===== config.mk =====
export PLATFORM = sky130hd
export DESIGN_NAME = calc_key_entry
export DESIGN_NICKNAME = d
export VERILOG_FILES = /design/src/rtl/calc_pkg.sv /design/src/rtl/key_event_filter.sv /design/src/rtl/calc_key_entry.sv
export SDC_FILE = /design/constraint.sdc
export NUM_CORES = 1
export LEC_CHECK = 0
export CELL_PAD_IN_SITES_DETAIL_PLACEMENT = 0
export CELL_PAD_IN_SITES_GLOBAL_PLACEMENT = 2
export CORE_ASPECT_RATIO = 1.25
export CORE_MARGIN = 5
export CORE_UTILIZATION = 30
export DETAILED_ROUTE_END_ITERATION = 8
export GPL_ROUTABILITY_DRIVEN = 0
export PLACE_DENSITY_LB_ADDON = 0.15
export SYNTH_ARGS = -nofsm -noshare
export SYNTH_HDL_FRONTEND = slang
export SYNTH_SLANG_ARGS = --single-unit

===== constraint.sdc =====
create_clock -name CLK -period 3 [get_ports CLK]
set_input_delay 0.3 -clock CLK [delete_from_list [all_inputs] [get_ports CLK]]
set_output_delay 0.3 -clock CLK [all_outputs]
set_load 0.01 [all_outputs]

===== src/rtl/calc_pkg.sv =====
// Shared definitions for the calculator key-entry block.
// Contents: key code constants, operator and FSM state enums, and small
// helpers that classify a 4-bit key event code.
package calc_pkg;

  localparam logic [4:0] KEY_ADD   = 5'd10;
  localparam logic [4:0] KEY_SUB   = 5'd11;
  localparam logic [4:0] KEY_MUL   = 5'd12;
  localparam logic [4:0] KEY_DIV   = 5'd13;
  localparam logic [4:0] KEY_ENTER = 5'd14;
  localparam logic [4:0] KEY_ESC   = 5'd15;
  localparam logic [4:0] KEY_NONE  = 5'd16;

  typedef enum logic [1:0] {
    OP_ADD = 2'd0,
    OP_SUB = 2'd1,
    OP_MUL = 2'd2,
    OP_DIV = 2'd3
  } op_t;

  typedef enum logic [1:0] {
    S_A     = 2'd0,
    S_B     = 2'd1,
    S_ISSUE = 2'd2
  } state_t;

  function automatic logic is_digit(input logic [3:0] code);
    return code <= 4'd9;
  endfunction

  function automatic logic is_operator(input logic [3:0] code);
    return (code >= KEY_ADD[3:0]) && (code <= KEY_DIV[3:0]);
  endfunction

endpackage


===== src/rtl/key_event_filter.sv =====
// Turns the raw decoder stream into single-cycle key events and drops the
// release copy of each keypress.
// Ports:
//   CLK, RESET_N - clock, async active-low reset
//   key_code     - decoder output; any value >= 16 means "no key"
//   ev_valid     - one-cycle pulse for an accepted (make) event
//   ev_code      - code of the event, valid with ev_valid
module key_event_filter
  import calc_pkg::*;
(
  input  logic       CLK,
  input  logic       RESET_N,
  input  logic [4:0] key_code,
  output logic       ev_valid,
  output logic [3:0] ev_code
);

  logic       prev_none_q;
  logic [3:0] last_code_q;
  logic       rel_pend_q;

  logic code_is_none;
  logic raw_ev;
  logic is_release;

  // Codes 16..31 all have bit 4 set, so bit 4 alone identifies "none".
  assign code_is_none = key_code[4];
  assign raw_ev       = !code_is_none && prev_none_q;
  // Second occurrence of the same code right after a make is its release.
  assign is_release   = raw_ev && rel_pend_q && (key_code[3:0] == last_code_q);

  assign ev_valid = raw_ev && !is_release;
  assign ev_code  = key_code[3:0];

  always_ff @(posedge CLK or negedge RESET_N) begin
    if (!RESET_N) begin
      prev_none_q <= 1'b1;
      last_code_q <= 4'd0;
      rel_pend_q  <= 1'b0;
    end else begin
      prev_none_q <= code_is_none;
      if (raw_ev) begin
        if (is_release) begin
          rel_pend_q <= 1'b0;
        end else begin
          last_code_q <= key_code[3:0];
          rel_pend_q  <= 1'b1;
        end
      end
    end
  end

endmodule


===== src/rtl/calc_key_entry.sv =====
// Calculator key entry: assembles operand A, operator and operand B from
// filtered key events and offers the result on a valid/ready command port.
// Ports:
//   CLK, RESET_N       - clock, async active-low reset
//   key_code           - decoded keypad stream
//   cmd_ready          - consumer accepts the command
//   cmd_valid          - command available (high throughout S_ISSUE)
//   cmd_a/cmd_b/cmd_op - command payload
//   disp_value         - operand currently being entered
//   disp_state         - FSM state encoding
//
// state   | meaning
// S_A     | entering operand A
// S_B     | entering operand B (operator latched)
// S_ISSUE | command presented, waiting for cmd_ready
module calc_key_entry
  import calc_pkg::*;
#(
  parameter int W          = 16,
  parameter int MAX_DIGITS = 4
) (
  input  logic         CLK,
  input  logic         RESET_N,
  input  logic [4:0]   key_code,
  input  logic         cmd_ready,
  output logic         cmd_valid,
  output logic [W-1:0] cmd_a,
  output logic [W-1:0] cmd_b,
  output logic [1:0]   cmd_op,
  output logic [W-1:0] disp_value,
  output logic [1:0]   disp_state
);

  localparam int CW = $clog2(MAX_DIGITS + 1);
  localparam logic [CW-1:0] MAXD = CW'(MAX_DIGITS);

  logic         ev_valid;
  logic [3:0]   ev_code;
  logic [3:0]   op_off;

  state_t        state_q, state_d;
  logic [W-1:0]  a_q, a_d, b_q, b_d;
  op_t           op_q, op_d;
  logic [CW-1:0] cnt_a_q, cnt_a_d, cnt_b_q, cnt_b_d;

  key_event_filter u_filter (
    .CLK      (CLK),
    .RESET_N  (RESET_N),
    .key_code (key_code),
    .ev_valid (ev_valid),
    .ev_code  (ev_code)
  );

  function automatic logic [W-1:0] append_digit(input logic [W-1:0] acc,
                                                input logic [3:0]   d);
    return (acc << 3) + (acc << 1) + W'(d);
  endfunction

  // Operator codes 10..13 map onto OP_ADD..OP_DIV.
  assign op_off = ev_code - 4'd10;

  always_comb begin
    state_d = state_q;
    a_d     = a_q;
    b_d     = b_q;
    op_d    = op_q;
    cnt_a_d = cnt_a_q;
    cnt_b_d = cnt_b_q;
    case (state_q)
      S_A: begin
        if (ev_valid) begin
          if (is_digit(ev_code)) begin
            if (cnt_a_q < MAXD) begin
              a_d     = append_digit(a_q, ev_code);
              cnt_a_d = cnt_a_q + CW'(1);
            end
          end else if (is_operator(ev_code)) begin
            op_d    = op_t'(op_off[1:0]);
            state_d = S_B;
          end else if (ev_code == KEY_ESC[3:0]) begin
            a_d     = '0;
            b_d     = '0;
            op_d    = OP_ADD;
            cnt_a_d = '0;
            cnt_b_d = '0;
          end
        end
      end
      S_B: begin
        if (ev_valid) begin
          if (is_digit(ev_code)) begin
            if (cnt_b_q < MAXD) begin
              b_d     = append_digit(b_q, ev_code);
              cnt_b_d = cnt_b_q + CW'(1);
            end
          end else if (is_operator(ev_code)) begin
            op_d = op_t'(op_off[1:0]);
          end else if (ev_code == KEY_ENTER[3:0]) begin
            if (cnt_b_q != '0) state_d = S_ISSUE;
          end else begin
            a_d     = '0;
            b_d     = '0;
            op_d    = OP_ADD;
            cnt_a_d = '0;
            cnt_b_d = '0;
            state_d = S_A;
          end
        end
      end
      S_ISSUE: begin
        // Key events are swallowed here; only the handshake leaves.
        if (cmd_ready) begin
          a_d     = '0;
          b_d     = '0;
          op_d    = OP_ADD;
          cnt_a_d = '0;
          cnt_b_d = '0;
          state_d = S_A;
        end
      end
      default: state_d = S_A;
    endcase
  end

  always_ff @(posedge CLK or negedge RESET_N) begin
    if (!RESET_N) begin
      state_q <= S_A;
      a_q     <= '0;
      b_q     <= '0;
      op_q    <= OP_ADD;
      cnt_a_q <= '0;
      cnt_b_q <= '0;
    end else begin
      state_q <= state_d;
      a_q     <= a_d;
      b_q     <= b_d;
      op_q    <= op_d;
      cnt_a_q <= cnt_a_d;
      cnt_b_q <= cnt_b_d;
    end
  end

  // Outputs come straight from registers so reset clears them immediately.
  assign cmd_valid  = (state_q == S_ISSUE);
  assign cmd_a      = a_q;
  assign cmd_b      = b_q;
  assign cmd_op     = op_q;
  assign disp_value = (state_q == S_A) ? a_q : b_q;
  assign disp_state = state_q;

endmodule


== Yosys cells after proc, flatten, opt, wreduce, memory -nomap -nowiden ==
Cells that the tools add are included.

* Register bits after elaboration: 48
* Input port bits: 8
* Output and inout port bits: 53
* Logic and storage cells: 116

* Add/sub/neg operators: 7
* Order comparisons: 5
* Eq/ne operators: 24
* Muxes and demuxes: 55
* Bitwise operators: 1
* Reductions and logical operators: 15

{| class="wikitable"
|+ Operator list
! operator !! number
|-
| two-way mux 16 bit || 16
|-
| case mux 16 bit (3 select lines) || 2
|-
| two-way mux 3 bit || 15
|-
| two-way mux 2 bit || 17
|-
| adder 16 bit || 2
|-
| adder 16 x 4 -> 16 bit || 2
|-
| != test 3 bit (second input constant) || 9
|-
| != test 2 bit (second input constant) || 10
|-
| AND reduction 10 bit || 2
|-
| case mux 3 bit (3 select lines) || 2
|-
| AND reduction 8 bit || 2
|-
| case mux 2 bit (3 select lines) || 2
|-
| equality test 4 bit (second input constant) || 2
|-
| less-or-equal comparator 4 bit (second input constant) || 2
|-
| adder 3 x 1 -> 3 bit (second input constant) || 2
|-
| less-than comparator 3 bit (second input constant) || 2
|-
| nonzero test 3 bit || 2
|-
| logical AND 1 bit || 5
|-
| equality test 4 bit || 1
|-
| >= comparator 4 bit (second input constant) || 1
|-
| equality test 2 x 1 -> 1 bit (second input constant) || 1
|-
| equality test 2 bit (second input constant) || 1
|-
| logical NOT 1 bit || 2
|-
| logical NOT 2 bit || 1
|-
| other kinds (4) || 4
|}

== Longest topological paths before layout ==
Gate-level depths: netlist of the first run.

* Word-level depth: 8
* Gate-level depth with buffers: 11
* Mapped depth without buffers: 10

== Cells and area by module ==
From an unflattened synthesis of the first run, not the netlist that was laid out.

* Cell total of the unflattened synthesis: 408
* Area total of the unflattened synthesis: 3928.8 um2

{| class="wikitable"
|+ By module, submodules not included
! module !! times used !! cells each !! area an instance (um2) !! sequential area each (um2)
|-
| calc_key_entry || 1 || 383 || 3603.5 || 1051.0
|-
| key_event_filter || 1 || 25 || 325.3 || 151.4
|}

== Least setup slack after synthesis of the first run ==
No wires, ideal clock.

* Path kind: input to register
* From: input port key_code[3]
* To: register b_q[12], in the netlist cmd_b[12]
* Setup time: 122 ps
* Data arrival time: 2892 ps
* Data required time: 2878 ps
* Path slack: -13 ps
* Stages on the path: 11
* Buffers on the path: 1
* Path through: clkbuf_1 inv_1 fa_1 inv_1 fa_1 a21oi_1 o21ai_0 a211oi_1 nor2_1 or3_1 a32o_1

* Cells in the longest elaborated chain, start to end: 6
* Elaborated cells between the ends (all ways): 24
* Classes of those cells: add/sub: 1; order compare: 3; eq/ne: 11; mux: 4; reduce/logical: 5

{| class="wikitable"
|+ Ends and longest elaborated chain
! element !! line !! text
|-
| start: declaration || calc_key_entry.sv:24 || <nowiki>input logic [4:0] key_code,</nowiki>
|-
| parallel branches: the longest is 6 deep, another holds adder 16 x 4 -> 16 bit || - ||
|-
| end signal: assignment || calc_key_entry.sv:129 || <nowiki>b_q <= '0;</nowiki>
|-
| end signal: assignment || calc_key_entry.sv:136 || <nowiki>b_q <= b_d;</nowiki>
|-
| end: declaration || calc_key_entry.sv:42 || <nowiki>logic [W-1:0] a_q, a_d, b_q, b_d;</nowiki>
|}

Several ways; the timed one is not identified. The select of a mux whose other input is x is not followed.
A chain may end at the register's enable or synchronous reset.

== Worst setup path in the final report of the first run ==
* From: input port key_code[2]
* To: register a_q[12], in the netlist cmd_a[12]

* Cells in the longest elaborated chain, start to end: 6
* Elaborated cells between the ends (all ways): 24
* Classes of those cells: add/sub: 1; order compare: 3; eq/ne: 11; mux: 4; reduce/logical: 5

{| class="wikitable"
|+ Ends and longest elaborated chain
! element !! line !! text
|-
| parallel branches: the longest is 6 deep, another holds adder 16 x 4 -> 16 bit || - ||
|-
| end signal: assignment || calc_key_entry.sv:128 || <nowiki>a_q <= '0;</nowiki>
|-
| end signal: assignment || calc_key_entry.sv:135 || <nowiki>a_q <= a_d;</nowiki>
|-
| end: declaration || calc_key_entry.sv:42 ||
|}

Several ways; the timed one is not identified. The select of a mux whose other input is x is not followed.

==> impl_metrics.ini, run 1 <==
[status]
outcome = complete, no violations

[clocking]
clk_latency_ps = 290
clockRootBuffer = clkbuf_16
numCtsBuffers = 5
cts_setup_buffers = 0
clock_sinks = 48
htree_levels = 2
clock_path_buffers = 2
path_clk_slew_ps = 60
cts_tree = yes

[floorplan]
die-area_sq_um = 15600
coreArea_sq_um = 12800
die_w_microns = 113
initial_core_util_pct = 30.9
ioPinCount = 61
dieHeight_microns = 138
num_rows = 46

[detailed_routing]
drc = 0
avgViaCountPerCell = 5.07
wirelength_microns = 11500
ant_nets = 0
wire_per_inst_microns = 17.4
drtPass1Iterations = 4
num_vias = 3354
drt_iter0_markers = 167

[power_and_ir_drop]
leakage_nw = 2.53
ir_worst_vdd_v = 0.000333
power_density_nw_per_um2 = 877

[hold_path]
timing.hold.worst.class = input port to async pin

[layout]
finish.utilization_pct = 40.1
sequential_cell_area_sq_um = 1200
final_cell_mix = 59 x ha_1, 58 x clkdlybuf4s50_1, 47 x dfrtp_1, 39 x nand2_1, 35 x buf_4
insertedDiodeCount = 0
syn2layout_area_growth_pct = 29.7
drive_above_1_share_pct = 15.8
mostFrequentLayoutCell = ha_1
fillers = 1342
layout.nets = 563
multiInputGateArea_sq_um = 2600

[sta]
finClkSkew_ps = 7.49
slew_violations = 0
min_period_ps = 2760
tightest_slew_ps = 630
holdWs_ps = 426
setup_viol = 0
finalSetupTns_ps = 0
fmax_ghz = 0.362
rsz0062_at_grt = false
final.period_utilization_pct = 92.1
relSlewSlack_pct = 57.8
hold_viol = 0

[critical_path]
cp-end-kind = flop
regToRegSetupSlack_ps = 250
critical_path_arrival_ps = 2990
crit_type = input port to flop
reg2reg_depth = 10
cp_max_fo = 3
cp-startpoint = key_code[2]
r2r-start = cmd_b[0]$_DFFE_PN0P_
cp-start-kind = input port
cp_data_required_time_ps = 3230
r2r-end = cmd_b[12]$_DFFE_PN0P_

[logic_synthesis]
syn_area_sq_um = 3950
yosysWarnings = 0
synth_area_leaders = dfrtp_1 30%, ha_1 19%, mux2_2 6.3%
yosysSeqAreaShare_pct = 30.5
postSynthCellCount = 407
synth_ff_type = dfrtp_1
synth.ff_latch_count = 48
yosys.area.top_type_share_pct = 29.8
synth_top_area_cell = dfrtp_1
synth_nets = 478
synth-edff-count = 0
yosysUniqueCellTypes = 55
async_flop_share_pct = 100
synth_area_per_cell_sq_um = 9.70

[job]
cap_violations = 0

[placement]
port_buffers = 60
dp_hpwl_microns = 9090

[global_routing]
grt_overflow = 0
antenna_found_initial = 0
grt_usage_pct = 15.1
grt_max_degree = 37
grt_pass1_vias = 3531
grt_pass1_wl_microns = 18900
how the worst max path moves through the flow:
| stage | end | slack [ps] |
|---|---|---|
| after floorplan | cmd_b[12]$_DFFE_PN0P_ | 100 |
| after global placement | cmd_b[12]$_DFFE_PN0P_ | -390 |
| after detailed placement | cmd_b[12]$_DFFE_PN0P_ | -390 |
| after CTS | cmd_a[12]$_DFFE_PN0P_ | 0.5 |
| after global routing | cmd_b[13]$_DFFE_PN0P_ | 30 |
| final | cmd_a[12]$_DFFE_PN0P_ | 240 |
sequential cells by signal (all words and copies together) (netlist names):
| signal | flops |
|---|---|
| cmd_a | 16 |
| cmd_b | 16 |
| cmd_op | 2 |
| cnt_a_q | 3 |
| cnt_b_q | 3 |
| disp_state | 2 |
| u_filter.last_code_q | 4 |
| u_filter.prev_none_q | 1 |
| u_filter.rel_pend_q | 1 |
timing repair:
item,CTS,global route
gates resized for setup,2,8
endpoints found under the hold margin,11,0
pin swaps,1,2
hold buffers,1,0
setup endpoints to repair,4,12
critical path, cell delays in order:
cell and delay, ps:
clkdlybuf4s50_1 480, buf_4 170, ha_1 290, ha_1 230, fa_1 380, a21o_1 220, a31oi_1 200, o21bai_2 100
or4_1 410, nand4_1 100, a22o_1 120
metal layers:
metal / GRT usage (%) / vias up / share of wire, %
met4: 2.66 / 0 / 0.81
met2: 27.0 / 76 / 50
li1: - / 1666 / -
met1: 18.4 / 1604 / 43
met5: 0 / - / 0
met3: 3.67 / 8 / 5.6
layout make-up:
cell class	instances	share of cell area [%]
repair buffers	96	17.0
flip-flops and latches	48	23.5
clock buffers	8	3.06
inverters	20	1.47
well taps	168	4.11
multi-input cells	321	50.9
metrics by stage:
stage,power (mW),area [sq um],std cells,setup slack [ps]
2_1_floorplan,2.75,3950,407,104
3_3_place_gp,3.92,4920,652,-387
3_5_place_dp,3.92,4920,652,-394
4_1_cts,4.57,5090,661,0.545
5_1_grt,4.88,5120,661,25.3
6_report,4.49,5120,661,238
cells by family after synthesis:
logic type	share of synthesized area (%)
XOR/XNOR	5.99
AND/OR/NAND/NOR	11.1
flip-flops	30.5
adder cells (fa/ha/maj)	20.7
multiplexers	6.78
AO/OA/AOI/OAI	20.7
buffers and inverters	4.25
synth_stat cells (all sizes together), types with 3 or more instances:
| library cell | number |
|---|---|
| a31oi | 5 |
| inv | 20 |
| a21oi | 25 |
| a211oi | 3 |
| nand4 | 3 |
| nand2 | 39 |
| o31ai | 7 |
| xor2 | 8 |
| and2 | 3 |
| dfrtp | 47 |
| clkbuf | 11 |
| a22o | 18 |
| nor2 | 10 |
| o21ai | 23 |
| o21bai | 3 |
| nor3 | 4 |
| and3 | 4 |
| or3 | 5 |
| a32o | 4 |
| mux2 | 22 |
| nor4 | 3 |
| a21o | 11 |
| buf | 7 |
| nand3 | 9 |
| fa | 4 |
| xnor2 | 19 |
| ha | 59 |
where the power goes:
part / switching, mW / leakage, nW / internal (mW)
clock: 0.253 / 0.0772 / 0.356
combinational: 1.44 / 1.81 / 1.39
sequential: 0.216 / 0.641 / 0.834
Power figures use the tool's default switching activity.
==> run 2, diff against run 1 <==
--- a/config.mk
+++ b/config.mk
@@ -10,6 +10,7 @@
 export CORE_ASPECT_RATIO = 1.25
 export CORE_MARGIN = 5
 export CORE_UTILIZATION = 30
+export CTS_BUF_LIST = sky130_fd_sc_hd__clkbuf_16
 export DETAILED_ROUTE_END_ITERATION = 8
 export GPL_ROUTABILITY_DRIVEN = 0
 export PLACE_DENSITY_LB_ADDON = 0.15
==> impl_metrics.ini, run 2 (same netlist as run 1, synthesis figures left out) <==
[clocking]
path_clk_slew_ps = 70
htree_levels = 2
clock_sinks = 48
clockRootBuffer = clkbuf_16
numCtsBuffers = 5
cts_tree = yes
cts_setup_buffers = 0
clk_latency_ps = 290
clock_path_buffers = 2

[global_routing]
grt_pass1_wl_microns = 18900
grt_max_degree = 37
grt_overflow = 0
grt_usage_pct = 15.1
antenna_found_initial = 0
grt_pass1_vias = 3531

[critical_path]
crit_chain = inv_1, fa_1, inv_1, fa_1, a21oi_1, o21ai_1, a211oi_1, nor2_1, or3_1, a32o_1
cp-startpoint = cmd_b[0]$_DFFE_PN0P_
path_buf_inv = 2
cp-end-kind = flop
regToRegSetupSlack_ps = 190
r2r-start = cmd_b[0]$_DFFE_PN0P_
crit_type = flop to flop
crit_path_max_incr_delay_ps = 510
critical_path_arrival_ps = 2990
crit_slowest_cell = fa_1
reg2reg_depth = 10
crit_family = adder cells
cp_data_required_time_ps = 3180
cp_max_fo = 3
cp-start-kind = flop
cp.depth = 10

[layout]
drive_above_1_share_pct = 14.2
final_cell_mix = 59 x ha_1, 58 x clkdlybuf4s50_1, 47 x dfrtp_1, 39 x nand2_1, 35 x buf_4
insertedDiodeCount = 0
fillers = 1342
instances_no_fill = 661
layout.nets = 563
mostFrequentLayoutCell = ha_1
syn2layout_area_growth_pct = 28.4

[placement]
placed_cells = 652
port_buffers = 60
dp_hpwl_microns = 9090

[sta]
hold_viol = 0
tightest_slew_ps = 651
finClkSkew_ps = 9.14
slew_violations = 0
holdWs_ps = 426
relSlewSlack_pct = 56.5
setup_viol = 0
fmax_ghz = 0.356
rsz0062_at_grt = false
min_period_ps = 2810
final.period_utilization_pct = 93.5
finalSetupTns_ps = 0

[floorplan]
initial_core_util_pct = 30.9
die_w_microns = 113
num_rows = 46
die-area_sq_um = 15600
coreArea_sq_um = 12800
ioPinCount = 61
dieHeight_microns = 138

[detailed_routing]
num_vias = 3334
wire_per_inst_microns = 17.4
drc = 0
avgViaCountPerCell = 5.04
drtPass1Iterations = 4
drt_iter0_markers = 147
wirelength_microns = 11500
ant_nets = 0

[power_and_ir_drop]
ir_worst_vdd_v = 0.000333
power_density_nw_per_um2 = 873
power_mw = 4.43
leakage_nw = 2.51

[hold_path]
timing.hold.worst.class = input port to async pin

[job]
cap_violations = 0

[status]
outcome = complete, no violations
## run 2: changes by cell type in the layout (fill, tap and decap cells not counted), sizes merged
cell	delta
inv	+1
clkinv	+2
dlymetal6s2s	-1
clkbuf	-3
dlygate4sd2	+1
## run 2: path summary, 6_finish.rpt
path	endpoint
max in group asynchronous	cmd_a[11]$_DFFE_PN0P_
worst min register to register	u_filter.rel_pend_q$_DFFE_PN0P_
worst min-delay path	u_filter.rel_pend_q$_DFFE_PN0P_
min in group CLK	u_filter.prev_none_q$_DFF_PN1_
worst max register to register	cmd_b[12]$_DFFE_PN0P_
worst max-delay path	cmd_b[12]$_DFFE_PN0P_
## run 2: repair_timing
item                                   in CTS  in global routing
hold buffers                                1                  0
resized for setup                           3                  0
endpoints found under the hold margin      11                  0
setup endpoints to repair                   4                  0
## run 2: metrics by stage
stage               worst slack (ps)  instance area (sq um)  utilization [%]
floorplan                        104                   3950                -
global placement                -387                   4920             38.5
detailed placement              -394                   4920             38.5
CTS                              198                   5070             39.7
global route                    23.4                   5070             39.7
finish                           195                   5070             39.7
## run 2: worst reg2reg max path, cell delays in order (launching register included)
cell and delay, ps:
dfrtp_1 350, inv_1 80, fa_1 510, inv_1 70
fa_1 430, a21oi_1 190, o21ai_1 150, a211oi_1 260
nor2_1 90, or3_1 300, a32o_1 260
## run 2: routing by layer
metal  part of all wire [%]  up-vias  global-route usage (%)
met2                     50       73                    27.0
li1                       -     1670                       -
met1                     43     1584                    18.4
met4                   0.74        0                    2.66
met3                    5.6        7                    3.67
met5                      0        -                       0
## run 2: layout make-up
class / instances / area, sq um / area share [%]
Inverter: 20 / 75.1 / 1.48
Sequential cell: 48 / 1200 / 23.7
Multi-Input combinational cell: 321 / 2580 / 50.9
Tap cell: 168 / 210 / 4.15
Timing Repair Buffer: 96 / 867 / 17.1
Clock inverter: 3 / 11.3 / 0.222
Clock buffer: 5 / 125 / 2.47
## run 2: power by group
part / switching [mW] / internal (mW)
clock: 0.252 / 0.301
sequential: 0.216 / 0.834
combinational: 1.44 / 1.39
==> run 3, diff against run 2 <==
--- a/config.mk
+++ b/config.mk
@@ -8,12 +8,12 @@
 export CELL_PAD_IN_SITES_DETAIL_PLACEMENT = 0
 export CELL_PAD_IN_SITES_GLOBAL_PLACEMENT = 2
 export CORE_ASPECT_RATIO = 1.25
-export CORE_MARGIN = 5
-export CORE_UTILIZATION = 30
+export CORE_UTILIZATION = 34
 export CTS_BUF_LIST = sky130_fd_sc_hd__clkbuf_16
 export DETAILED_ROUTE_END_ITERATION = 8
 export GPL_ROUTABILITY_DRIVEN = 0
 export PLACE_DENSITY_LB_ADDON = 0.15
+export SETUP_SLACK_MARGIN = 0.3
 export SYNTH_ARGS = -nofsm -noshare
 export SYNTH_HDL_FRONTEND = slang
 export SYNTH_SLANG_ARGS = --single-unit
==> impl_metrics.ini, run 3 (same netlist as run 1, synthesis figures left out) <==
[critical_path]
crit_family = adder cells
crit_slowest_cell = or4_1
reg2reg_depth = 10
critical_path_arrival_ps = 2840
r2r-end = cmd_a[12]$_DFFE_PN0P_
crit_chain = inv_2, fa_1, inv_2, fa_2, a21o_1, a31oi_2, o21bai_2, or4_1, nand4_1, a22o_1
path_common_cell = inv_2
cp-end-kind = flop
crit_path_max_incr_delay_ps = 540
path_buf_inv = 2
cp_data_required_time_ps = 3230
regToRegSetupSlack_ps = 400
cp-start-kind = flop
cp_max_fo = 3
r2r-start = cmd_a[2]$_DFFE_PN0P_
crit_type = flop to flop

[layout]
insertedDiodeCount = 0
syn2layout_area_growth_pct = 31.4
layout.nets = 567
mostFrequentLayoutCell = clkdlybuf4s50_1
fillers = 1079
drive_above_1_share_pct = 19.5
final_cell_mix = 56 x clkdlybuf4s50_1, 55 x ha_1, 47 x dfrtp_1, 39 x nand2_1, 38 x buf_4

[status]
outcome = finished with violations
violations = design-rule violations

[clocking]
clock_sinks = 48
clockRootBuffer = clkbuf_16
path_clk_slew_ps = 60
clock_path_buffers = 2
htree_levels = 2
clk_latency_ps = 300
cts_tree = yes
numCtsBuffers = 5

[detailed_routing]
drt_iter0_markers = 116
drtPass1Iterations = 8
drc = 4
num_vias = 3405
wirelength_microns = 10900
wire_per_inst_microns = 17.2
ant_nets = 0
avgViaCountPerCell = 5.39

[floorplan]
ioPinCount = 61
die-area_sq_um = 12000
coreArea_sq_um = 11200
initial_core_util_pct = 35.3
dieHeight_microns = 122
die_w_microns = 98.4
num_rows = 43

[placement]
post-place-ws_ps = -208
port_buffers = 60
dp_hpwl_microns = 8520

[hold_path]
whs_endpoint = u_filter.prev_none_q$_DFF_PN1_
hp-start = key_code[4]
timing.hold.worst.class = input port to flop
worstHoldPathCells = 1

[global_routing]
antenna_found_initial = 0
grt_usage_pct = 18.8
grt_max_degree = 26
grt_pass1_wl_microns = 17500
grt_pass1_vias = 3471
grt_overflow = 0

[sta]
finalSetupTns_ps = 0
worst_slack_ps = 396
setup_viol = 0
hold_viol = 0
min_period_ps = 2600
rsz0062_at_grt = true
final.period_utilization_pct = 86.8
slew_violations = 0
tightest_slew_ps = 393
fmax_ghz = 0.384
finClkSkew_ps = 9.13
relSlewSlack_pct = 73.5

[power_and_ir_drop]
leakage_nw = 2.56
power_mw = 4.48
power_density_nw_per_um2 = 863
ir_worst_vdd_v = 0.000385

[job]
cap_violations = 0
-- run 3: through the flow --
| step | util (%) | cells | instance area (sq um) | hold WS, ps |
|---|---|---|---|---|
| floorplan | - | 407 | 3970 | 4.41 |
| CTS | 45.3 | 628 | 5070 | 430 |
| global route | 46.3 | 632 | 5190 | 443 |
| finish | 46.3 | 632 | 5190 | 433 |
| detailed placement | 43.8 | 619 | 4900 | 240 |
| global placement | 43.8 | 619 | 4900 | 232 |
-- run 3: report_power, final --
part	switching, mW	total (mW)	internal (mW)
logic	1.46	2.87	1.41
clock network	0.248	0.552	0.303
registers	0.223	1.06	0.834
total	1.93	4.48	2.54
-- run 3: worst max-delay path by stage --
stage               cells past startpoint  slack [ps]                  from                    end
floorplan                              11         280           key_code[3]  cmd_b[12]$_DFFE_PN0P_
global placement                       11        -200           key_code[3]  cmd_b[12]$_DFFE_PN0P_
detailed placement                     11        -210           key_code[3]  cmd_a[15]$_DFFE_PN0P_
CTS                                    11         330           key_code[2]  cmd_b[12]$_DFFE_PN0P_
global route                           10         280  cmd_b[0]$_DFFE_PN0P_  cmd_b[12]$_DFFE_PN0P_
finish                                 10         400  cmd_a[2]$_DFFE_PN0P_  cmd_a[12]$_DFFE_PN0P_
-- run 3: cell type report --
class	instances	area (sq um)	area share (%)
clock inverter	3	13.8	0.265
sequential	48	1200	23.2
timing repair buffer	100	906	17.5
clock buffer	5	125	2.41
inverter	20	75.1	1.45
tap	135	169	3.26
multi-input combinational	321	2700	52.0
-- run 3: metal layers --
metal / routed length (microns) / GRT usage [%]
met5: 0 / 0
met4: 239 / 6.90
met3: 420 / 2.85
met2: 5460 / 34.2
met1: 4770 / 22.6
-- run 3: what timing repair did --
item | CTS | global route
buffers inserted | 0 | 4
gates cloned | 0 | 0
resized for setup | 8 | 18
endpoints found under the setup margin | 13 | 11
pin swaps | 7 | 14
hold endpoints to repair | 12 | 0
hold buffers | 1 | 0
